===== src/rtl/mips_pkg.sv =====
// Shared MIPS pipeline types: ALU op encoding, opcode/funct values, issue-buffer entry.
// Pure declarations: no latency, no flow control.
package mips_pkg;

  localparam int XLEN = 32;
  localparam int RIDX = 5;

  typedef enum logic [2:0] {
    ADD  = 3'b000,
    SUB  = 3'b001,
    AND  = 3'b010,
    OR   = 3'b011,
    SLT  = 3'b100,
    HOLD = 3'b111
  } alu_op_t;

  typedef enum logic [1:0] {
    B_RT   = 2'd0,
    B_IMM  = 2'd1,
    B_ZERO = 2'd2
  } b_sel_t;

  typedef enum logic [1:0] {
    EMPTY = 2'd0,
    ONE   = 2'd1,
    TWO   = 2'd2
  } buf_state_t;

  localparam logic [5:0] OPC_RTYPE = 6'b000000;
  localparam logic [5:0] OPC_J     = 6'b000010;
  localparam logic [5:0] OPC_BEQ   = 6'b000100;
  localparam logic [5:0] OPC_ADDI  = 6'b001000;
  localparam logic [5:0] OPC_SLTI  = 6'b001010;
  localparam logic [5:0] OPC_LW    = 6'b100011;
  localparam logic [5:0] OPC_SW    = 6'b101011;

  localparam logic [5:0] FN_ADD = 6'b100000;
  localparam logic [5:0] FN_SUB = 6'b100010;
  localparam logic [5:0] FN_AND = 6'b100100;
  localparam logic [5:0] FN_OR  = 6'b100101;
  localparam logic [5:0] FN_SLT = 6'b101010;

  typedef struct packed {
    logic [XLEN-1:0] a;
    logic [XLEN-1:0] b;
    alu_op_t         op;
    logic            illegal;
    logic            b_is_rt;
    logic [RIDX-1:0] rs_idx;
    logic [RIDX-1:0] rt_idx;
  } issue_entry_t;

endpackage


===== src/rtl/alu_op_decode.sv =====
// Opcode/funct -> {ALU op, operand-B source, illegal}; purely combinational.
// Zero latency; no flow control.
module alu_op_decode
  import mips_pkg::*;
(
  input  logic [5:0] opcode,
  input  logic [5:0] funct,
  output alu_op_t    op,
  output b_sel_t     b_sel,
  output logic       illegal
);

  always_comb begin
    op      = HOLD;
    b_sel   = B_ZERO;
    illegal = 1'b0;
    case (opcode)
      OPC_RTYPE: begin
        b_sel = B_RT;
        case (funct)
          FN_ADD:  op = ADD;
          FN_SUB:  op = SUB;
          FN_AND:  op = AND;
          FN_OR:   op = OR;
          FN_SLT:  op = SLT;
          default: begin
            b_sel   = B_ZERO;
            illegal = 1'b1;
          end
        endcase
      end
      OPC_ADDI, OPC_LW, OPC_SW: begin
        op    = ADD;
        b_sel = B_IMM;
      end
      OPC_SLTI: begin
        op    = SLT;
        b_sel = B_IMM;
      end
      OPC_BEQ: begin
        op    = SUB;
        b_sel = B_RT;
      end
      OPC_J:   op = HOLD;
      default: illegal = 1'b1;
    endcase
  end

endmodule


===== src/rtl/alu_op_issue.sv =====
// ID->EX issue stage with 2-entry skid buffer; optional operand forwarding under ALU_FWD_EN.
// 1-cycle latency, full throughput; registered in_ready drops only when both entries are held.
module alu_op_issue
  import mips_pkg::*;
#(
  parameter int DW = XLEN,
  parameter int RW = RIDX
) (
  input  logic          clk,
  input  logic          rst_n,
  input  logic          in_valid,
  output logic          in_ready,
  input  logic [5:0]    opcode,
  input  logic [5:0]    funct,
  input  logic [DW-1:0] rs_data,
  input  logic [DW-1:0] rt_data,
  input  logic [DW-1:0] imm_sext,
`ifdef ALU_FWD_EN
  input  logic          exmem_wr,
  input  logic [RW-1:0] exmem_rd,
  input  logic [DW-1:0] exmem_res,
  input  logic          memwb_wr,
  input  logic [RW-1:0] memwb_rd,
  input  logic [DW-1:0] memwb_res,
  input  logic [RW-1:0] rs_idx,
  input  logic [RW-1:0] rt_idx,
`endif
  input  logic          flush,
  output logic          out_valid,
  input  logic          out_ready,
  output logic [DW-1:0] alu_a,
  output logic [DW-1:0] alu_b,
  output logic [2:0]    alu_op,
  output logic          illegal
);

  buf_state_t   state_q, state_d;
  issue_entry_t main_q, main_d;
  issue_entry_t skid_q, skid_d;
  issue_entry_t in_entry;

  alu_op_t dec_op;
  b_sel_t  dec_b_sel;
  logic    dec_illegal;
  logic    accept;
  logic    pop;

  alu_op_decode u_decode (
    .opcode  (opcode),
    .funct   (funct),
    .op      (dec_op),
    .b_sel   (dec_b_sel),
    .illegal (dec_illegal)
  );

  always_comb begin
    in_entry         = '0;
    in_entry.a       = rs_data;
    in_entry.op      = dec_op;
    in_entry.illegal = dec_illegal;
    in_entry.b_is_rt = (dec_b_sel == B_RT);
    case (dec_b_sel)
      B_RT:    in_entry.b = rt_data;
      B_IMM:   in_entry.b = imm_sext;
      default: in_entry.b = '0;
    endcase
`ifdef ALU_FWD_EN
    in_entry.rs_idx = rs_idx;
    in_entry.rt_idx = rt_idx;
`endif
  end

  assign in_ready  = (state_q != TWO);
  assign out_valid = (state_q != EMPTY);
  assign accept    = in_valid & in_ready;
  assign pop       = out_valid & out_ready;

  // Flush wins over any same-cycle accept; a same-cycle pop has already handshaken.
  always_comb begin
    state_d = state_q;
    main_d  = main_q;
    skid_d  = skid_q;
    if (flush) begin
      state_d = EMPTY;
    end else begin
      case (state_q)
        EMPTY: if (accept) begin
          main_d  = in_entry;
          state_d = ONE;
        end
        ONE: begin
          if (accept && pop) begin
            main_d = in_entry;
          end else if (accept) begin
            skid_d  = in_entry;
            state_d = TWO;
          end else if (pop) begin
            state_d = EMPTY;
          end
        end
        TWO: if (pop) begin
          main_d  = skid_q;
          state_d = ONE;
        end
        default: state_d = EMPTY;
      endcase
    end
  end

  always_ff @(posedge clk or negedge rst_n) begin
    if (!rst_n) begin
      state_q <= EMPTY;
      main_q  <= '0;
      skid_q  <= '0;
    end else begin
      state_q <= state_d;
      main_q  <= main_d;
      skid_q  <= skid_d;
    end
  end

  assign alu_op  = out_valid ? main_q.op : HOLD;
  assign illegal = out_valid & main_q.illegal;

`ifdef ALU_FWD_EN
  // EX/MEM is applied last so it overrides MEM/WB for the same register.
  always_comb begin
    alu_a = main_q.a;
    alu_b = main_q.b;
    if (memwb_wr && memwb_rd != '0 && memwb_rd == main_q.rs_idx) alu_a = memwb_res;
    if (exmem_wr && exmem_rd != '0 && exmem_rd == main_q.rs_idx) alu_a = exmem_res;
    if (main_q.b_is_rt) begin
      if (memwb_wr && memwb_rd != '0 && memwb_rd == main_q.rt_idx) alu_b = memwb_res;
      if (exmem_wr && exmem_rd != '0 && exmem_rd == main_q.rt_idx) alu_b = exmem_res;
    end
  end
`else
  logic unused_fwd;
  assign unused_fwd = ^{main_q.b_is_rt, main_q.rs_idx, main_q.rt_idx};
  assign alu_a = main_q.a;
  assign alu_b = main_q.b;
`endif

endmodule


===== config.mk =====
export PLATFORM = sky130hd
export DESIGN_NAME = alu_op_issue
export DESIGN_NICKNAME = d
export VERILOG_FILES = /design/src/rtl/mips_pkg.sv /design/src/rtl/alu_op_decode.sv /design/src/rtl/alu_op_issue.sv
export SDC_FILE = /design/constraint.sdc
export NUM_CORES = 1
export LEC_CHECK = 0
export CORE_MARGIN = 1
export CORE_UTILIZATION = 60
export CTS_CLUSTER_SIZE = 25
export DETAILED_ROUTE_END_ITERATION = 7
export DONT_BUFFER_PORTS = 1
export PLACE_DENSITY = 0.83
export SETUP_SLACK_MARGIN = 0.05
export SLEW_MARGIN = 20
export SYNTH_ARGS = -nofsm -noshare
export SYNTH_HDL_FRONTEND = slang
export SYNTH_SLANG_ARGS = --single-unit

===== constraint.sdc =====
create_clock -name clk -period 3.1 [get_ports clk]
set_input_delay 0.465 -clock clk [delete_from_list [all_inputs] [get_ports clk]]
set_output_delay 0.465 -clock clk [all_outputs]
set_load 0.01 [all_outputs]

; ---- After elaboration in Yosys (flattened, before gate mapping)
; Cells that the tools add are included.
[word_totals]
ff_bits = 139
output_inout_bits = 70
[classes]
eq_ne = 22
n_bitwise = 5
mux = 19
reduce_logical = 13
[ops]
columns = op, count
row1 = $mux W79, 3
row2 = $pmux W79 S3, 1
row3 = $pmux W32 S2, 1
row4 = $eq A6 B6 Y1 const B, 7
row5 = $pmux W3 S5, 1
row6 = $mux W2, 7
row7 = $eq A6 B4 Y1 const B, 2
row8 = $pmux W2 S3, 2
row9 = $pmux W3 S4, 1
row10 = $ne A3 B3 Y1 const B, 3
row11 = $ne A2 B2 Y1 const B, 4
row12 = $reduce_and A4 Y1, 2
row13 = $eq A6 B2 Y1 const B, 1
row14 = $eq A6 B3 Y1 const B, 1
row15 = $logic_not A6 Y1, 1
row16 = $reduce_or A6 Y1, 1
row17 = $reduce_and A5 Y1, 1
row18 = $reduce_or A5 Y1, 1
row19 = $eq A2 B1 Y1 const B, 2
row20 = $logic_not A2 Y1, 2
row21 = $ne A4 B4 Y1 const B, 1
row22 = $reduce_or A4 Y1, 1
row23 = $and A1 B1 Y1, 3
row24 = $mux W3, 1
row25 = 8 further kinds, 9

; ---- Depth between registers and ports, before layout
; Gate-level depths: netlist (run 1).
[depth]
ltp_word = 8
ltp_mapped = 6
mapped_depth_nobuf = 5

; ---- Hierarchy
; A second synthesis (run 1) with hierarchy kept.
[unflattened]
hier_cells = 589
hier_area_um2 = 7148.1
[modules_own_cells]
columns = mod, seq_area_each_um2, instances, area_each_um2, cells_each
row1 = alu_op_issue, 3453.3, 1, 6940.4, 561
row2 = alu_op_decode, 0.0, 1, 207.7, 28

; ---- Least setup slack after synthesis (run 1)
; OpenSTA, ideal clock, no wires.
[synth_timing]
kind = input -> register
from = input port funct[2]
to = register main_q, in the netlist alu_b[29]
path_buffers = 2
path_stages = 6
t_arrival_ns = 1.633
path_slack_ns = 1.380
setup_ns = 0.087
path_cell_list = mux2_2 > o31ai_4 > buf_4 > buf_4 > a32oi_1 > o211ai_1
[synth_via]
elab_chain_cells = 8
[synth_rtl]
columns = element, line
row1 = from (decl), alu_op_issue.sv:14  ; input logic [5:0] funct,
row2 = $eq A6 B6 Y1, alu_op_decode.sv:20  ; case (funct)
row3 = $reduce_or A5 Y1 (no line) (*), --
row4 = $mux W2 (*), alu_op_decode.sv:20
row5 = $pmux W2 S3 (*), alu_op_decode.sv:17  ; case (opcode)
row6 = $eq A2 B1 Y1 or $logic_not A2 Y1 (tied branches), alu_op_issue.sv:62  ; case (dec_b_sel)
row7 = $pmux W32 S2 (*), alu_op_issue.sv:62
row8 = $mux W79 (on tied branches), "alu_op_issue.sv:92, alu_op_issue.sv:87"
row9 = $pmux W79 S3 (*), alu_op_issue.sv:86  ; case (state_q)
row10 = to (signal assigned), alu_op_issue.sv:117  ; main_q <= main_d;
row11 = to (decl), alu_op_issue.sv:38  ; issue_entry_t main_q, main_d;
; Mark *: on every way between the ends. The rest lies on a longest branch, timed or not. The select of a mux whose other input is x is not followed.
; A chain may end at the register's enable or synchronous reset.

; ---- Worst setup path in the final report (run 1)
[layout_timing]
from = register state_q[1]
to = register main_q[12] in the netlist's numbering
[layout_via]
elab_chain_cells = 5
[layout_rtl]
columns = element, line
row1 = from (decl), alu_op_issue.sv:37  ; buf_state_t state_q, state_d;
row2 = from (signal assigned), alu_op_issue.sv:116  ; state_q <= state_d;
row3 = $ne A2 B2 Y1 or $reduce_bool A2 Y1 (tied branches), "alu_op_issue.sv:73, alu_op_issue.sv:74"
row4 = $and A1 B1 Y1 (on tied branches), "alu_op_issue.sv:75, alu_op_issue.sv:76"
row5 = $logic_and A1 B1 Y1, alu_op_issue.sv:92  ; if (accept && pop) begin
row6 = $ne A2 B2 Y1 (no line), --
row7 = $reduce_and A5 Y1 (no line), --
; Several ways; a longest one is shown, not always the timed one.

==> results by group, run 1 <==
Finish
  • Final Util: 63.8%
  • Fin nets: 693
  • Layout cells sized above 1: 15.5%
  • P&R area growth vs syn: 3.97%
  • Diodes inserted: 0
  • Layout fillers: 900

STA
  • Clk_skew: 5.56 ps
  • Fin crit period: 2420 ps
  • Final setup violation count: 0
  • Slew of the pin with the lowest slew margin: 986 ps
  • Max frequency: 413 MHz
  • Worst rel slew slack: 34.2%
  • Setup tns final: 0 ps
  • Pins Over Slew Limit: 0
  • Hold_ws: -253 ps
  • Unrepaired setup endpoints after global routing: no
  • Period utilisation layout: 78.1%
  • Final hold vios: 138

Synth
  • Netlist cell types: 48
  • Post-synthesis simple-gate area fraction: 6.92%
  • Share of the synthesized area in the top cell type: 49.3%
  • Top post-synthesis cells by count: dfrtp_1 (138), o21ai_0 (114), buf_4 (67), clkbuf_1 (34), mux2_2 (34)
  • Sequential-to-total area share from yosys stat: 49.3%
  • XOR/XNOR share of the synthesized area: 0%
  • Async S/R FF share, synth: 100%
  • Top FF cell, synth: dfrtp_1
  • Post-synth top area cell: dfrtp_1
  • Mux contribution to synthesized area: 10.2%
  • Syn Nets: 787
  • Count leader, synth: dfrtp_1
  • Synthesized area: 7000 um^2
  • Syn Area/Cell: 10.4 um^2
  • Synth Instances: 674
  • Synthesized flop and latch total: 138
  • Post-Synth Adder-Cell Area: 0%
  • Main combinational cell family by area after synthesis: compound AO/OA/AOI/OAI gates
  • Top post-synthesis cells by area: dfrtp_1 (49%), o21ai_0 (8.1%), buf_4 (7.2%)
  • Post-synth EDFFs: 0
  • Synth Area in Compound Gates: 21.8%
  • Warnings from Yosys: 0

Clock network
  • Reg clk slew, reported paths: 60 ps
  • CTS sink cnt: 138
  • CTS root buffer: clkbuf_16
  • CTS tree: yes
  • Cts bufs inserted: 17
  • Clock Tree Buf Depth: 2
  • Htree depth: 4
  • Clock latency on the worst-skew pair: 410 ps

Worst setup path
  • RR Startpoint: state_q[1]
  • CP Buf/Inv Count: 1
  • Critical path start-end classification: reg2reg
  • Reg2Reg Depth: 5
  • Reg-to-Reg End: main_q[12]
  • CP max-delay cell: nand3_2
  • Worst setup EP type: register
  • Crit path max fanout: 28
  • Worst-path cell chain: nor2b_1 > o2bb2ai_2 > buf_4 > nand3_2 > o211ai_1
  • Worst Setup Start Kind: register
  • Worst path max stage delay: 540 ps
  • FF-to-FF setup slack: 680 ps
  • WP data required: 3410 ps
  • CP Data Arrival Time: 2730 ps
  • Cell family with most CP delay: simple AND/OR/NAND/NOR gates

Routing
  • DRT iter0 DRCs: 412
  • WL per Instance: 21.2 um
  • # DRC: 0
  • Vias per cell: 6.78
  • DR vias: 4992
  • Detail Route Antenna Nets: 0
  • First-pass DRT Iterations: 5
  • Post-Route WL: 15.6 mm

Floorplan
  • Starting Density: 61.3%
  • Die Area: 12100 um^2
  • Chip width: 110 um
  • Site Rows: 39
  • CORE AREA: 11400 um^2
  • Die height: 110 um
  • Top Ports: 183

Outcome
  • Failing checks: hold timing
  • Status: finished, violations left

Min path
  • Class of the worst hold path: in2async

Power and ir drop
  • P per Cell Area: 726 nW/um^2
  • Peak VDD IR: 0.000493 V
  • Lkg Pwr: 2.92 nW

Flow run
  • Max-cap viol count: 0

Global routing
  • Pin count of the biggest net entering global routing: 139
  • GRT Overall Usage: 26.7%
  • Initial antenna violation count: 0
  • First-pass GRT wire length: 24.1 mm
  • Number of global-route vias before repair: 4672
  • Overflow after GRT: 0

Place
  • GPL Wtd Cong: 0.787
  • HPWL Detailed: 9.92 mm
  • Port Buffer Count: 0
logic make-up (layout without fill, tap and decap cells):
group / after synthesis / count (layout)
AOI/OAI and AO/OA: 237 / 237
buffers and inverters: 139 / 58
DFF: 138 / 138
and+or+nand+nor: 93 / 93
muxes: 67 / 67
cells in the final DEF, fill, tap and decap left out, types with 3 or more instances in the layout:
| master | n |
|---|---|
| mux2i_1 | 33 |
| buf_4 | 9 |
| a311oi_1 | 13 |
| mux2_2 | 34 |
| nor2b_1 | 3 |
| inv_1 | 17 |
| nand2_1 | 30 |
| o21ai_1 | 14 |
| a211oi_1 | 9 |
| or2_2 | 4 |
| o211ai_2 | 3 |
| nor2_1 | 16 |
| clkinv_2 | 3 |
| nand4_1 | 26 |
| dfrtp_1 | 138 |
| clkbuf_16 | 17 |
| a32oi_1 | 25 |
| o21ai_0 | 114 |
| bufinv_16 | 9 |
| o31ai_1 | 8 |
| a21oi_1 | 11 |
| o211ai_1 | 23 |
sequential cells by signal, indices dropped and copies added, names as in the netlist:
signal / count
alu_a: 32
alu_b: 32
skid_q: 68
main_q: 4
state_q: 2
power breakdown:
group | total [W] | switching, W | internal [W] | leakage (nW)
sequential | 0.00230 | 0.000213 | 0.00208 | 1.77
combinational | 0.000463 | 0.000249 | 0.000214 | 0.786
clock | 0.00253 | 0.000737 | 0.00179 | 0.363
worst max path at each step:
stage,start,end,depth (start not counted)
after CTS,state_q[1],alu_b[27],5
after global placement,in_valid,main_q[12],5
after floorplan,funct[2],alu_b[29],6
after global routing,state_q[1],alu_b[27],5
after detailed placement,in_valid,alu_b[27],5
final,state_q[1],main_q[12],5
area by class of cell:
class	count	area (um^2)	area share [%]
Clock buffer	19	453	6.22
Sequential cell	138	3450	47.4
Multi-Input combinational cell	397	2770	38.1
Inverter	17	63.8	0.877
Tap cell	143	179	2.46
Clock inverter	13	293	4.02
Timing Repair Buffer	9	67.6	0.928
repair_timing:
item	4_1_cts	5_1_grt
setup buffers	0	0
endpoints found under the hold margin	138	138
gates resized for setup	0	0
routing by layer:
metal  global-route usage [%]  vias up  share of wire (%)
li1                         -     2243                  -
met3                     8.17       25                8.6
met2                     43.0      217                 49
met5                        0        -                  0
met4                     12.2        0                2.2
met1                     33.0     2507                 40
through the flow:
| stage | cell area, um^2 | worst slack, ps | total power [W] | hold slack, ps | std cells |
|---|---|---|---|---|---|
| floorplan | 7000 | 1380 | 0.00278 | 169 | 674 |
| global placement | 6530 | 767 | 0.00273 | 173 | 704 |
| detailed placement | 6530 | 695 | 0.00278 | 172 | 704 |
| CTS | 7280 | 711 | 0.00532 | -272 | 736 |
| global route | 7280 | 511 | 0.00550 | -279 | 736 |
| finish | 7280 | 678 | 0.00529 | -253 | 736 |
(Power assumes the default switching activity.)
==> run 2: changes to the inputs <==
--- a/config.mk
+++ b/config.mk
@@ -5,8 +5,9 @@
 export SDC_FILE = /design/constraint.sdc
 export NUM_CORES = 1
 export LEC_CHECK = 0
+export ABC_AREA = 1
 export CORE_MARGIN = 1
-export CORE_UTILIZATION = 60
+export CORE_UTILIZATION = 58
 export CTS_CLUSTER_SIZE = 25
 export DETAILED_ROUTE_END_ITERATION = 7
 export DONT_BUFFER_PORTS = 1
==> constraint.sdc (replaced) <==
create_clock -name clk -period 2 [get_ports clk]
set_input_delay 0.3 -clock clk [delete_from_list [all_inputs] [get_ports clk]]
set_output_delay 0.3 -clock clk [all_outputs]
set_load 0.01 [all_outputs]
==> run 2 against run 1 <==
- the run ends with DRC, hold timing left
- synthesized area shrank 0.64%
- clock-buffer cell count grew 5
- sequential cell count is the same
- largest cell class unchanged
- setup slack lost 500 ps
- wire length is essentially flat
- clock skew is essentially flat
- worst hold slack lost 160 ps
- critical path depth shrank 1
- global-route usage shrank 1.1 points
- highest routed layer unchanged
- largest power group is now sequential cells
==> results by group, run 2 <==
Outcome
  • Failing checks: DRC, hold timing
  • Status: finished, violations left

Worst setup path
  • Crit path max fanout: 24 (-14%)
  • Cell family with most CP delay: buffers and inverters
  • Worst path max stage delay: 370 ps (-170 ps)
  • Critical path start-end classification: reg2out
  • Worst Setup Start Kind: register
  • CP max-delay cell: dfrtp_1
  • WP data required: 1700 ps (-1710 ps)
  • CP Buf/Inv Count: 3 (+2)
  • Worst setup EP type: output pin
  • CP Data Arrival Time: 1520 ps (-1210 ps)
  • Worst-path cell chain: inv_1 > nand2_4 > buf_4 > buf_6

Finish
  • Layout fillers: 982 (+9.1%)
  • P&R area growth vs syn: 7.18%
  • Finished Layout Cells: 1012 (+38%)
  • Commonest non-fill, non-tap cell in the layout: nand2_1
  • Layout cells sized above 1: 7.13% (-8.4 points)
  • Final Util: 64.5% (+0.72 points)
  • Diodes inserted: 0 (unchanged)
  • Top reg by flops: skid_q
  • Max reg flops: 68 (unchanged)
  • Fin nets: 969 (+40%)
  • Multi-input logic area: 2680 um^2 (-3.1%)
  • Most frequent cells in the layout: nand2_1 (318), nor2_1 (147), dfrtp_1 (138)
  • Register area: 3450 um^2 (unchanged)

Place
  • Port Buffer Count: 0 (unchanged)
  • GPL Wtd Cong: 0.809 (+2.8%)
  • Dpl cells: 955 (+36%)
  • HPWL Detailed: 9.62 mm (-3.1%)

Synth
  • Post-synth EDFFs: 0 (unchanged)
  • Top FF cell, synth: dfrtp_1
  • Netlist cell types: 22 (-54%)
  • Count leader, synth: nand2_1
  • Share of the synthesized area in the top cell type: 49.6% (+0.32 points)
  • Sequential-to-total area share from yosys stat: 49.6% (+0.32 points)
  • Post-synth top area cell: dfrtp_1
  • Synthesized area: 6960 um^2 (-0.64%)
  • Async S/R FF share, synth: 100% (unchanged)
  • Warnings from Yosys: 0 (unchanged)
  • Syn Area/Cell: 7.64 um^2 (-26%)
  • Syn Nets: 1023 (+30%)
  • Synthesized flop and latch total: 138 (unchanged)
  • Synth Instances: 910 (+35%)
  • Top post-synthesis cells by count: nand2_1 (319), nor2_1 (148), dfrtp_1 (138), nand3_1 (73), buf_4 (66)
  • Top post-synthesis cells by area: dfrtp_1 (50%), nand2_1 (17%), nor2_1 (8.0%)

Global routing
  • First-pass GRT wire length: 25.4 mm (+5.5%)
  • Number of global-route vias before repair: 5264 (+13%)
  • Initial antenna violation count: 0 (unchanged)
  • GRT Overall Usage: 25.6% (-1.1 points)
  • Pin count of the biggest net entering global routing: 139 (unchanged)
  • Overflow after GRT: 0 (unchanged)

STA
  • Max frequency: 548 MHz
  • Fin crit period: 1820 ps
  • Pins Over Slew Limit: 0 (unchanged)
  • Unrepaired setup endpoints after global routing: no
  • Final setup violation count: 0 (unchanged)
  • Clk_skew: 6.06 ps (+0.493 ps)
  • Worst rel slew slack: 62.2% (+28 points)
  • Hold_ws: -415 ps (-162 ps)
  • Period utilisation layout: 91.2%
  • Slew of the pin with the lowest slew margin: 567 ps (-420 ps)
  • Final hold vios: 138 (unchanged)
  • Setup tns final: 0 ps (unchanged)

Power and ir drop
  • Switch Pwr: 0.00265 W (+120%)
  • Internal Power: 0.00637 W (+56%)
  • Lkg Pwr: 3.80 nW (+30%)
  • P per Cell Area: 1210 nW/um^2 (+67%)
  • Reg power frac: 49.0% (+5.6 points)
  • Logic pwr share: 16.7% (+7.9 points)
  • Peak VDD IR: 0.000669 V (+36%)
  • Clock share of power: 34.4% (-13 points)
  • Sw Ratio: 29.4% (+6.7 points)

Routing
  • First-pass DRT Iterations: 7 (+2)
  • DR vias: 5539 (+11%)
  • Vias per cell: 5.47 (-19%)
  • WL per Instance: 15.5 um (-27%)
  • DRT iter0 DRCs: 475 (+15%)
  • # DRC: 15 (+15)
  • Post-Route WL: 15.6 mm (about the same)
  • Detail Route Antenna Nets: 0 (unchanged)

Clock network
  • Hold Buf Count CTS: 24
  • Clock Tree Buf Depth: 2 (unchanged)
  • CTS root buffer: clkbuf_16
  • Cts bufs inserted: 17 (unchanged)
  • CTS sink cnt: 138 (unchanged)
  • Number of setup buffers added after CTS: 0 (unchanged)
  • Clock latency on the worst-skew pair: 410 ps (about the same)
  • CTS tree: yes
  • Htree depth: 4 (unchanged)
  • Reg clk slew, reported paths: 60 ps (about the same)

Flow run
  • Max-cap viol count: 0 (unchanged)

Floorplan
  • Die height: 112 um (+1.4%)
  • CORE AREA: 11600 um^2 (+1.3%)
  • Site Rows: 39 (unchanged)
  • Starting Density: 60.2% (-1.2 points)
  • Top Ports: 183 (unchanged)
  • Chip width: 112 um (+1.4%)
  • Die Area: 12400 um^2 (+2.7%)

Min path
  • Class of the worst hold path: in2async
-- run 2: worst register-to-register path: cells and delay by family, from the launching register on --
family | cells | cell delay [ps]
AOI/OAI and AO/OA | 2 | 250
buffers and inverters | 3 | 440
and+or+nand+nor | 3 | 550
DFF | 1 | 450
-- run 2: stage by stage --
step / area [um^2] / power [W] / setup WS [ps]
finish: 7460 / 0.00902 / 177
global route: 7460 / 0.00953 / 49.9
CTS: 7420 / 0.00904 / 95.7
detailed placement: 6590 / 0.00589 / 238
global placement: 6590 / 0.00578 / 340
floorplan: 6960 / 0.00592 / 444
-- run 2: layout make-up --
cell class	count	area share, %
inverters	25	1.28
flip-flops and latches	138	46.3
well taps	143	2.40
clock inverters	8	1.21
repair buffers	44	6.07
clock buffers	24	6.73
multi-input cells	630	36.0
-- run 2: cells by family after synthesis --
kind of cell,after synthesis,synth area share (%)
flip-flops,138,49.6
AO/OA/AOI/OAI,83,7.21
buffers and inverters,142,12.0
AND/OR/NAND/NOR,547,31.2
-- run 2: metal layers --
metal	vias up	global-route usage [%]	part of all wire, %
li1	2742	-	-
met1	2570	33.0	43
met2	205	41.3	48
met3	22	7.24	8.0
met4	0	9.91	1.6
met5	-	0	0
-- run 2: final timing paths --
kind                              from         end  slack (ps)  cells after the start
max                         state_q[0]    in_ready         180                      4
min reg2reg                 skid_q[61]  skid_q[61]         480                      2
max in group asynchronous        rst_n  skid_q[36]        2260                      0
min                              rst_n  skid_q[71]        -420                      0
max reg2reg                 state_q[1]    alu_a[2]         210                      8
min in group clk           rs_data[25]  skid_q[72]          20                      2
-- run 2: power by group through the flow --
stage          clock network [W]  registers (W)  logic, W
6_report                 0.00310        0.00442   0.00150
3_5_place_dp                   0        0.00445   0.00143
3_3_place_gp                   0        0.00441   0.00137
2_1_floorplan                  0        0.00413   0.00179
5_1_grt                  0.00326        0.00452   0.00176
4_1_cts                  0.00314        0.00441   0.00148
-- run 2: what timing repair did --
action | CTS | global route
resized for setup | 0 | 2
endpoints found under the hold margin | 162 | 138
setup endpoints to repair | 0 | 7
